$ cat config.mk
export PLATFORM = sky130hd
export DESIGN_NAME = mul_approx_seq
export DESIGN_NICKNAME = d
export VERILOG_FILES = /design/src/rtl/mul_approx_seq.sv
export SDC_FILE = /design/constraint.sdc
export NUM_CORES = 1
export LEC_CHECK = 0
export BUFFER_PORTS_ARGS = -buffer_cell sky130_fd_sc_hd__buf_2
export CAP_MARGIN = 20
export CORE_ASPECT_RATIO = 0.9
export CORE_UTILIZATION = 48
export DETAILED_ROUTE_END_ITERATION = 8
export HOLD_SLACK_MARGIN = 0.08
export PLACE_DENSITY = 0.68
export SLEW_MARGIN = 20
export SYNTH_ARGS = -nofsm -noshare
export SYNTH_HDL_FRONTEND = slang
export SYNTH_SLANG_ARGS = --single-unit
$ cat constraint.sdc
create_clock -name clk -period 4.8 [get_ports clk]
set_clock_uncertainty 0.15 [all_clocks]
set_input_delay 0 -clock clk [delete_from_list [all_inputs] [get_ports clk]]
set_output_delay 0 -clock clk [all_outputs]
set_load 0.005 [all_outputs]
$ cat src/rtl/mul_approx_seq.sv
// Sequential shift-add multiplier with a runtime exact/approximate mode.
// Approximate mode drops partial-product bits below column TRUNC, optionally adding a fixed compensation.
module mul_approx_seq #(
   parameter int unsigned WIDTH = 8,
   parameter int unsigned TRUNC = 4,
   parameter int unsigned COMP  = 0
) (
   input  logic               clk,
   input  logic               rst_n,
   input  logic               in_valid,
   output logic               in_ready,
   input  logic [WIDTH-1:0]   in_a,
   input  logic [WIDTH-1:0]   in_b,
   input  logic               in_approx,
   output logic               out_valid,
   input  logic               out_ready,
   output logic [2*WIDTH-1:0] out_p,
   output logic               out_approx
);

   localparam int unsigned PW      = 2 * WIDTH;
   localparam int unsigned CW      = (WIDTH > 1) ? $clog2(WIDTH) : 1;
   localparam int unsigned COMP_SH = (TRUNC > 0) ? TRUNC - 1 : 0;
   localparam logic [PW-1:0] KEEP_MASK = ~((PW'(1) << TRUNC) - PW'(1));
   localparam logic [PW-1:0] COMP_VAL  = (COMP != 0 && TRUNC > 0) ? (PW'(1) << COMP_SH) : '0;

   typedef enum logic [1:0] {
      ST_IDLE,
      ST_BUSY,
      ST_DONE
   } state_t;

   state_t           state_q, state_d;
   logic [WIDTH-1:0] a_q, b_q;
   logic             approx_q;
   logic [CW-1:0]    cnt_q;
   logic [PW-1:0]    acc_q;
   logic             accept, last;
   logic [PW-1:0]    pp;
   logic [PW:0]      sum;

   assign in_ready = (state_q == ST_IDLE);

   always_comb begin
      state_d = state_q;
      accept  = 1'b0;
      last    = 1'b0;
      case (state_q)
         ST_IDLE: begin
            if (in_valid) begin
               accept  = 1'b1;
               state_d = ST_BUSY;
            end
         end
         ST_BUSY: begin
            if (cnt_q == CW'(WIDTH - 1)) begin
               last    = 1'b1;
               state_d = ST_DONE;
            end
         end
         ST_DONE: begin
            if (out_ready) state_d = ST_IDLE;
         end
         default: state_d = ST_IDLE;
      endcase
   end

   // One extra carry bit so the compensated sum can be saturated instead of wrapping.
   always_comb begin
      pp = '0;
      if (b_q[cnt_q]) pp = PW'(a_q) << cnt_q;
      if (approx_q) pp = pp & KEEP_MASK;
      sum = {1'b0, acc_q} + {1'b0, pp} + ((last && approx_q) ? {1'b0, COMP_VAL} : '0);
   end

   always_ff @(posedge clk or negedge rst_n) begin
      if (!rst_n) state_q <= ST_IDLE;
      else        state_q <= state_d;
   end

   always_ff @(posedge clk or negedge rst_n) begin
      if (!rst_n) begin
         a_q        <= '0;
         b_q        <= '0;
         approx_q   <= 1'b0;
         cnt_q      <= '0;
         acc_q      <= '0;
         out_p      <= '0;
         out_approx <= 1'b0;
         out_valid  <= 1'b0;
      end else begin
         if (accept) begin
            a_q      <= in_a;
            b_q      <= in_b;
            approx_q <= in_approx;
            acc_q    <= '0;
            cnt_q    <= '0;
         end else if (state_q == ST_BUSY) begin
            acc_q <= sum[PW-1:0];
            if (last) begin
               out_p      <= sum[PW] ? '1 : sum[PW-1:0];
               out_approx <= approx_q;
               out_valid  <= 1'b1;
            end else begin
               cnt_q <= cnt_q + CW'(1);
            end
         end
         if (state_q == ST_DONE && out_ready) out_valid <= 1'b0;
      end
   end

endmodule
# Word level (Yosys, flattened, before mapping)

Cells that the tools add are included.

Reduce and logical (&&, ||, !) cells: 9
Equality and inequality tests: 8
$mul: 0
Add/sub/neg operators: 2
Order comparisons: 1
Mux-type cells: 22
Div/mod/pow operators: 0
Bitwise gates (word level): 1
Shifts and indexed selects: 1

Operators by type and width:

| kind                | count |
|---|---|
| $mux 16             | 4 |
| $add 16x16->17      | 1 |
| $shl 8x3->16        | 1 |
| $mux 1              | 9 |
| $mux 3              | 3 |
| $reduce_and 3->1    | 3 |
| $ne 2x2->1 const B  | 4 |
| $mux 2              | 3 |
| $pmux 2 s3          | 1 |
| $reduce_bool 2->1   | 3 |
| $lt 3x4->1 const B  | 1 |
| $mux 4              | 1 |
| $add 3x1->3 const B | 1 |
| $bmux 1 s3          | 1 |
| $eq 3x3->1 const B  | 1 |
| $eq 2x1->1 const B  | 1 |
| $eq 2x2->1 const B  | 1 |
| $logic_not 2->1     | 1 |
| $ne 2x1->1 const B  | 1 |
| $reduce_and 2->1    | 1 |
| $logic_and 1x1->1   | 1 |
| $not 1->1           | 1 |

Bits in latches: 0
Logic and storage cells: 53
Memory bits (writable): 0
Memories: 0
Input port bits: 21
Output and inout port bits: 19
Register bits: 56
Memory bits (read-only): 0

# Longest topological paths before layout

Gate-level depths: netlist of the first run.

Depth in word-level cells: 7
Mapped depth: 15
Gate-level depth less buffers: 13

# Worst setup path before layout of the first run

No wires, ideal clock.

Path type: register -> register
Start point: register cnt_q[0]
End point: register out_p[15]
Cell stages (with the launch flop): 13
Library setup time: 0.131 ns
Path slack: 1.304 ns
Path buffers: 1
Data required time: 4.519 ns
Arrival time: 3.215 ns
Period minus slack after synthesis: 3.496 ns
Cell sequence: dfrtp_1 > buf_2 > mux4_2 > and2_1 > a21oi_1 > nor2_1 > ha_1 > and3_1 > a221oi_2 > o31ai_4 > a21oi_4 > o22ai_1 > or3_1

Word-level cells in the longest chain between the ends: 6
Elaborated cells on any way between the ends: 11
Classes of those cells: 1 x add/sub; 1 x eq/ne; 1 x shift; 7 x mux; 1 x reduce/logical

Ends and longest elaborated chain:

| what                         | line | source |
|---|---|---|
| start: declaration           | 36   | `logic [CW-1:0] cnt_q;` |
| start signal: assignment     | 105  | `cnt_q <= cnt_q + CW'(1);` |
| $bmux 1 s3                   | 71   | `if (b_q[cnt_q]) pp = PW'(a_q) << cnt_q;` |
| $mux 1 (not written as such) | 71   |  |
| $mux 16                      | 71   |  |
| $mux 4                       | 72   | `if (approx_q) pp = pp & KEEP_MASK;` |
| $add 16x16->17               | 73   | `sum = {1'b0, acc_q} + {1'b0, pp} + ((last && approx_q) ? {1'b0, COMP_VAL} : '0);` |
| $mux 16                      | 101  | `out_p <= sum[PW] ? '1 : sum[PW-1:0];` |
| end signal: assignment       | 101  |  |
| end: declaration             | 17   | `output logic [2*WIDTH-1:0] out_p,` |

Several ways; a longest one is shown, not always the timed one. The select of a mux whose other input is x is not followed.
A chain may end at the register's enable or synchronous reset.

# Worst setup path after layout of the first run

Start point: register cnt_q[1]
End point: register out_p[15]

The elaborated chain is that of the path after synthesis.

==> results of run 1 <==
power breakdown:
group          switching (W)  leakage [nW]  internal [W]
clock               0.000149        0.0541      0.000155
combinational       0.000910          1.06      0.000780
sequential          0.000167         0.676      0.000697
total                0.00123          1.79       0.00163
metal layers:
layer / vias to the layer above / part of all wire / global-route usage
met2: 48 / 0.45 / 0.3382
met5: - / 0 / 0
met3: 0 / 0.033 / 0.02778
met1: 1252 / 0.52 / 0.2974
met4: 0 / 0 / 0.03387
li1: 1331 / - / -
repair_timing:
action | CTS | global route
hold buffers | 19 | 0
gates resized for setup | 0 | 0
endpoints found under the hold margin | 75 | 0
state kept, by name, indices dropped and copies added, names as in the netlist:
| signal | count |
|---|---|
| a_q | 8 |
| b_q | 8 |
| acc_q | 16 |
| out_p | 16 |
| cnt_q | 3 |
| approx_q | 1 |
| state_q | 2 |
| out_valid | 1 |
| out_approx | 1 |
through the flow:
stage / power [W] / instance area, µm²
2_1_floorplan: 0.002165 / 3368
3_3_place_gp: 0.002526 / 3633
3_5_place_dp: 0.002542 / 3633
4_1_cts: 0.002871 / 3935
5_1_grt: 0.003124 / 3938
6_report: 0.002857 / 3938
final cells by class:
type                    count  area, µm²  area share
clock buffers               5      68.82     0.01748
inverters                   8      30.03    0.007626
repair buffers             62      415.4      0.1055
multi-input cells         258       1867      0.4741
clock inverters             3      42.54     0.01080
flip-flops and latches     56       1401      0.3559
well taps                  90      112.6     0.02860
how the worst max path moves through the flow:
stage,endpoint
2_1_floorplan,out_p[15]
3_3_place_gp,out_p[15]
3_5_place_dp,out_p[3]
4_1_cts,out_p[3]
5_1_grt,out_p[15]
6_report,out_p[15]
cell families (layout without fill, tap and decap cells):
group                      after synthesis  after routing  share of synthesized area
and+or+nand+nor                        104            104                     0.1486
adders and majority gates               18             18                    0.06909
AOI/OAI and AO/OA                       87             87                     0.1753
DFF                                     56             56                     0.4160
buffers and inverters                   25             78                    0.03046
muxes                                   39             39                     0.1345
xor gates and xnor gates                10             10                    0.02600
tightest hold or removal path, stage by stage:
cell	delay, ns
dlygate4sd3_1	0.53
buf_2	0.10
buf_4	0.56
placed cells by master, fill, tap and decap left out, types with 5 or more instances in the layout:
cell | synthesis | routed
o21ai_0 | 10 | 10
nor2b_1 | 9 | 9
a21o_1 | 8 | 8
buf_2 | 7 | 39
dfrtp_1 | 56 | 56
nor2_1 | 35 | 35
a21oi_1 | 29 | 29
nor3_1 | 5 | 5
inv_1 | 8 | 8
mux2i_1 | 7 | 7
ha_1 | 17 | 17
mux2_2 | 30 | 30
o22a_1 | 8 | 8
o22ai_1 | 8 | 8
xnor2_1 | 5 | 5
nand2_1 | 27 | 27
dlygate4sd3_1 | 0 | 19
xor2_1 | 5 | 5
clkbuf_8 | 0 | 5
==> metrics.txt, run 1 <==
CP max-delay cell dfrtp_1; Synth Cell Area 3368 µm²; Slew headroom 0.5356; Synth Flop Type dfrtp_1; Seq/Total Area, Yosys 0.4160; Max clock buf depth 2; leak pwr 1.795 nW; net total in the final layout 430; layout cell share with drive strength beyond 1 0.2347; Area Growth Syn to Fin 16.90%; Levels on crit path 12; DR DRC count 0; FF-to-FF End out_p[15]; Post-Place Setup Slack 0.9034 ns; RSZ-0062 raised after global routing false; WP data arrival 3.95 ns; PD cells 725.7 nW/µm²; CTS H-tree lvls 2; Worst Path Required 4.84 ns; Via density 5.459; Via Count 2631; HP Class in2async; kind of start point of the critical path flop; I/O Buffers 39; slowest cell delay on critical path 0.71 ns; first-pass GRT wire length 12.12 mm; largest net degree at the start of global routing 57; Slew @ Worst Pin 0.6966 ns; final antenna-violating net count 0; Post-Synthesis Mean Instance Area 9.936 µm²; Cell Chain, Critical Path mux4_2 -> and2_1 -> nand2b_1 -> nor4b_1 -> ha_1 -> fa_1 -> a21o_1 -> a221oi_2 -> o31ai_4 -> a21oi_4 -> o22ai_1 -> or3_1; CTS buffer count 5; clk sinks 56; vias in the first global route 2525; Final WS setup 0.8927 ns; root buf cell clkbuf_8; fin. max-slew vios 0; cell family with most CP delay compound AO/OA/AOI/OAI gates; r2r startpoint cnt_q[1]; GRT Total Usage 0.2057; r2r setup slk 0.89 ns; syn nets 378; top-area cell type share of the netlist area 0.4160; Synth area leader dfrtp_1; count leader, synth dfrtp_1; DRT iter0 DRCs 165; Reg clk slew, reported paths 0.10 ns; post-synthesis register bit count 56; Max IR drop VDD 399.8 µV; first-pass detailed-route iteration total 4; GRT Residual Overflow 0; Final min period 3.907 ns; Yosys cell types 50; Die Ht 81.47 µm; Ys Warns 0; Hold Vio Cnt, Final 0; Routability Congestion 0.8927; largest fanout on the critical path 17; antenna violations before repair 0; initial core utilization 0.5034; top cells by area, synth dfrtp_1 (42%), mux2_2 (10%), ha_1 (6.3%); detailed placement HPWL 5.022 mm; routed length per placed instance 14.27 µm; fin crit share 0.8140; placed instance count 455; CTS tree built; cells after synthesis 339; CP Class reg2reg; # IOs 40; Routed WL 6.879 mm; Post CTS Setup Buffer Count 0; Reg2Reg Depth 12; fmax 255.9 MHz; synth cell count leaders dfrtp_1 (56), nor2_1 (35), mux2_2 (30); number of buffers and inverters on the critical path 0; worst hold slack 0.2202 ns; Die X 90.30 µm; Finished Layout Cells 482; final setup fails 0; setup TNS 0 ns; status complete, no violations; FFs w/ async S/R, synth 1.000; EDFF count, synth 0; Max Cap Viol 0; fin util 0.5884; Worst Setup End Kind flop; Fillers 577; antenna cell count 0; Worst Setup SP cnt_q[1]; Core Box Area 6691 µm²; clk_lat worst skew 0.31 ns; num rows 28; die area 7357 µm²
Power figures use the tool's default switching activity.
==> inputs of run 2 (changes only) <==
Clock period 4.8 ns to 4.02 ns, I/O delays scaled along.
==> run 2 against run 1 <==
Clock power grew 22%. Register-to-register slack got worse by 0.58 ns. Cell count rose by 0.83%. Largest cell class unchanged. Sequential share of layout area fell by 0.25 points. Critical path depth did not move. Count of clock-buffer cells in the layout unchanged. Critical path type unchanged. First-iteration DRC count shrank 12%. Sequential power increased by 18%. Largest power group unchanged.
==> metrics.txt, run 2 (synthesis gave the netlist of run 1 again) <==
Max Cap Viol 0 (unchanged); GRT Total Usage 0.2160 (+0.01025); Die Ht 81.47 µm (unchanged); layout cell share with drive strength beyond 1 0.2399 (+0.005205); Worst Path Required 4.06 ns (-0.78 ns); net total in the final layout 434 (+0.93%); fin crit share 0.9222 (+0.1082); clk sinks 56 (unchanged); CTS tree built; Slew @ Worst Pin 0.7099 ns (+0.01326 ns); vias in the first global route 2615 (+3.6%); DRT iter0 DRCs 145 (-12%); CTS buffer count 5 (unchanged); fin. max-slew vios 0 (unchanged); most frequent cells in the layout dfrtp_1 (56), buf_2 (39), nor2_1 (35); Max IR drop VDD 428.5 µV (+7.2%); detailed placement HPWL 5.261 mm (+4.8%); Area Growth Syn to Fin 17.72%; num rows 28 (unchanged); Via density 5.549 (+1.7%); final setup fails 0 (unchanged); Slew headroom 0.5268 (-0.008842); PD cells 876.3 nW/µm² (+21%); placed instance count 459 (+0.88%); Routed WL 7.342 mm (+6.7%); final antenna-violating net count 0 (unchanged); Reg2Reg Depth 12 (unchanged); antenna violations before repair 0 (unchanged); largest fanout on the critical path 10 (-7); I/O Buffers 39 (unchanged); status complete, no violations; WP data arrival 3.74 ns (-0.21 ns); initial core utilization 0.5034 (unchanged); DR DRC count 0 (unchanged); met2 WL 3.249 mm (+5.2%); # IOs 40 (unchanged); first-pass detailed-route iteration total 4 (unchanged); leak pwr 1.815 nW (+1.1%); CP Class reg2reg; Finished Layout Cells 486 (+0.83%); largest net degree at the start of global routing 57 (unchanged); GRT Residual Overflow 0 (unchanged); antenna cell count 0 (unchanged); HP Class in2async; die area 7357 µm² (unchanged); first-pass GRT wire length 12.65 mm (+4.3%); Reg clk slew, reported paths 0.10 ns (about the same); Worst Setup End Kind flop; CTS H-tree lvls 2 (unchanged); kind of start point of the critical path flop; root buf cell clkbuf_8; Final Total Pwr 0.003475 W (+22%); clk_lat worst skew 0.31 ns (about the same); worst hold slack 0.1970 ns (-0.02317 ns); metal1 wirelength 3.674 mm (+3.1%); Via Count 2697 (+2.5%); Final min period 3.707 ns (-0.2001 ns); fmax 269.7 MHz (+5.4%); most common cell after layout, fill and taps aside dfrtp_1; Core Box Area 6691 µm² (unchanged); DR WL met3 337 µm (+50%); Top Registers acc_q x16, out_p x16; routed length per placed instance 15.11 µm (+5.9%); RSZ-0062 raised after global routing false; Die X 90.30 µm (unchanged); setup TNS 0 ns (unchanged); Hold Vio Cnt, Final 0 (unchanged); Max clock buf depth 2 (unchanged); Routability Congestion 0.8720 (-2.3%); top routing layer used met4
-- run 2: path summary, 6_finish.rpt --
kind / startpoint / endpoint / slack (ns)
worst max register to register: cnt_q[1] / out_p[13] / 0.31
max in group asynchronous: rst_n / acc_q[13] / 3.04
min in group clk: in_valid / acc_q[2] / 0.24
worst min register to register: out_p[7] / out_p[7] / 0.37
worst max-delay path: cnt_q[1] / out_p[13] / 0.31
worst min-delay path: rst_n / b_q[2] / 0.20
-- run 2: where the power goes --
part / total [W] / internal, W / leakage [nW] / switching (W)
Sequential: 0.00102 / 0.000832 / 0.676 / 0.000188
Combinational: 0.00208 / 0.000955 / 1.09 / 0.00113
Clock: 0.000372 / 0.000185 / 0.0541 / 0.000187
Total: 0.00347 / 0.00197 / 1.82 / 0.00150
-- run 2: critical path: stages (launching register included) --
cell and delay, ns:
dfrtp_1 0.58, mux4_2 0.35, and2_1 0.18, nand2b_1 0.18, nor4b_1 0.09, ha_1 0.21, fa_1 0.40, a21o_1 0.21
a221oi_2 0.42, o31ai_4 0.15, a21oi_4 0.25, o21a_1 0.30, a21oi_1 0.10
-- run 2: metal layers --
| metal | GRT usage | vias up |
|---|---|---|
| met5 | 0 | - |
| li1 | - | 1334 |
| met4 | 0.04677 | 0 |
| met2 | 0.3527 | 68 |
| met3 | 0.02778 | 8 |
| met1 | 0.3110 | 1287 |
-- run 2: metrics by stage --
stage	utilization	setup WS, ns	cell area (µm²)
3_3_place_gp	0.5475	0.3729	3664
4_1_cts	0.5926	0.3156	3965
5_1_grt	0.5926	0.04659	3965
2_1_floorplan	-	0.5238	3368
6_report	0.5926	0.3128	3965
3_5_place_dp	0.5475	0.3429	3664
-- run 2: cell type report --
cell class,count,area (µm²)
fill,592,2726
clock buffer,5,68.82
tap,90,112.6
inverter,8,30.03
sequential,56,1401
timing repair buffer,66,445.4
clock inverter,3,42.54
multi-input combinational,258,1864
-- run 2: timing repair --
action / CTS / global route
resized for setup: 0 / 0
buffers inserted: 0 / 0
endpoints found under the hold margin: 75 / 0
hold buffers: 19 / 0
==> inputs of run 3 (changes only) <==
Settings changed: CORE_UTILIZATION 48 to 30, PLACE_DENSITY 0.68 to unset.
==> run 3 against run 2 <==
Flip-flop and latch count did not move. Clock power rose by 44%. Sequential share of layout area fell by 1.2 points.
==> metrics.txt, run 3 (synthesis gave the netlist of run 1 again) <==
status complete, no violations; Die X 113.7 µm (+26%); GRT Total Usage 0.1491 (-0.06684); clk sinks 56 (unchanged); worst hold slack 0.2305 ns (+0.03350 ns); final setup fails 0 (unchanged); leak pwr 1.840 nW (+1.4%); Reg clk slew, reported paths 0.07 ns (-0.03 ns); fin. max-slew vios 0 (unchanged); clk_lat worst skew 0.30 ns (about the same); Max clock buf depth 2 (unchanged); Die Ht 102.5 µm (+26%); Routed WL 7.979 mm (+8.7%); Worst Path Required 4.04 ns (-0.02 ns); most common cell after layout, fill and taps aside dfrtp_1; largest net degree at the start of global routing 57 (unchanged); RSZ-0062 raised after global routing false; met3 GRT Util 0.02293 (-0.004850); layout cell share with drive strength beyond 1 0.2411 (+0.001218); Finished Layout Cells 546 (+12%); Reg2Reg Depth 12 (unchanged); CP Class reg2reg; Final min period 3.733 ns (+0.02534 ns); antenna cell count 0 (unchanged); Core Box Area 10860 µm² (+62%); met2 global-route usage 0.2406 (-0.1121); I/O Buffers 39 (unchanged); Hold Vio Cnt, Final 0 (unchanged); DRT iter0 DRCs 140 (-3.4%); CTS buffer count 5 (unchanged); Slew headroom 0.5146 (-0.01216); CTS H-tree lvls 2 (unchanged); Slew @ Worst Pin 0.7281 ns (+0.01823 ns); Top Registers acc_q x16, out_p x16; Via Count 2703 (+0.22%); fin crit share 0.9285 (+0.006304); setup TNS 0 ns (unchanged); Area Growth Syn to Fin 21.84%; Post CTS Setup Buffer Count 0 (unchanged); initial core utilization 0.3103 (-0.1931); first-pass GRT wire length 13.51 mm (+6.8%); antenna violations before repair 0 (unchanged); kind of start point of the critical path flop; routed length per placed instance 14.61 µm (-3.3%); Worst Setup End Kind flop; GR met1 Demand/Resource 0.2087 (-0.1023); placed instance count 519 (+13%); Max IR drop VDD 329.3 µV (-23%); WP data arrival 3.76 ns (+0.02 ns); most frequent cells in the layout dfrtp_1 (55), buf_2 (39), nor2_1 (35); die area 11660 µm² (+58%); GR peak layer met2; GRT Residual Overflow 0 (unchanged); Via density 4.951 (-11%); num rows 36 (+29%); WHS Path Cells 4; HP Class in2reg; first-pass detailed-route iteration total 4 (unchanged); DR DRC count 0 (unchanged); Routability Congestion 0.8299 (-4.8%); Max Cap Viol 0 (unchanged); vias in the first global route 2673 (+2.2%); root buf cell clkbuf_16; detailed placement HPWL 5.837 mm (+11%); fmax 267.9 MHz (-0.68%); CTS tree built; final antenna-violating net count 0 (unchanged); PD cells 889.0 nW/µm² (+1.4%); net total in the final layout 432 (-0.46%); # IOs 40 (unchanged); largest fanout on the critical path 6 (-4)
==> run 3: changes by cell type in the layout (fill, tap and decap cells not counted), sizes merged <==
| cell | previous run | this run |
|---|---|---|
| clkinvlp | 1 | 0 |
| buf | 47 | 45 |
| clkbuf | 5 | 7 |
| clkinv | 1 | 0 |
==> run 3: through the flow <==
stage / total power (W) / area [µm²] / setup WS, ns / utilization
after floorplan: 0.002585 / 3368 / 0.5238 / -
after global placement: 0.003075 / 3726 / 0.3461 / 0.3432
after detailed placement: 0.003110 / 3726 / 0.2818 / 0.3432
after CTS: 0.003670 / 4099 / 0.2349 / 0.3776
after global routing: 0.003977 / 4104 / 0.03501 / 0.3781
final: 0.003648 / 4104 / 0.2875 / 0.3781
==> run 3: worst paths after layout <==
check,end,start,slack [ns]
worst max-delay path,out_p[3],cnt_q[0],0.29
worst min-delay path,acc_q[2],in_valid,0.23
worst max register to register,out_p[3],cnt_q[0],0.29
worst min register to register,out_p[5],out_p[5],0.36
max in group asynchronous,cnt_q[1],rst_n,2.98
min in group asynchronous,state_q[1],rst_n,0.24
==> run 3: layout make-up <==
| type | instances | area, µm² |
|---|---|---|
| sequential | 56 | 1403 |
| fill | 1090 | 6751 |
| clock inverter | 1 | 30.03 |
| clock buffer | 7 | 152.6 |
| tap | 152 | 190.2 |
| multi-input combinational | 258 | 1868 |
| timing repair buffer | 64 | 430.4 |
| inverter | 8 | 30.03 |
==> run 3: repair_timing <==
item                       CTS  global route
hold endpoints to repair    75             0
hold buffers                19             0
setup endpoints to repair    0            15
gates resized for setup      0             3
==> run 3: metal layers <==
layer | share of wire | vias up
li1 | - | 1332
met1 | 0.50 | 1310
met2 | 0.45 | 54
met3 | 0.035 | 7
met4 | 0.011 | 0
met5 | 0 | -
==> run 3: power by group <==
part	internal (W)	switching (W)	total [W]
Combinational	0.000946	0.00113	0.00207
Clock	0.000329	0.000208	0.000536
Sequential	0.000835	0.000203	0.00104
Total	0.00211	0.00154	0.00365
==> run 3: worst max-delay path: stages (launching register included) <==
cell,delay [ns]
dfrtp_1,0.42
mux4_2,0.53
and2_1,0.19
nand2b_1,0.16
nor4b_1,0.10
ha_1,0.22
fa_1,0.41
a21o_1,0.21
a221oi_2,0.40
o31ai_4,0.16
a21oi_4,0.23
o21a_1,0.32
a21oi_1,0.11
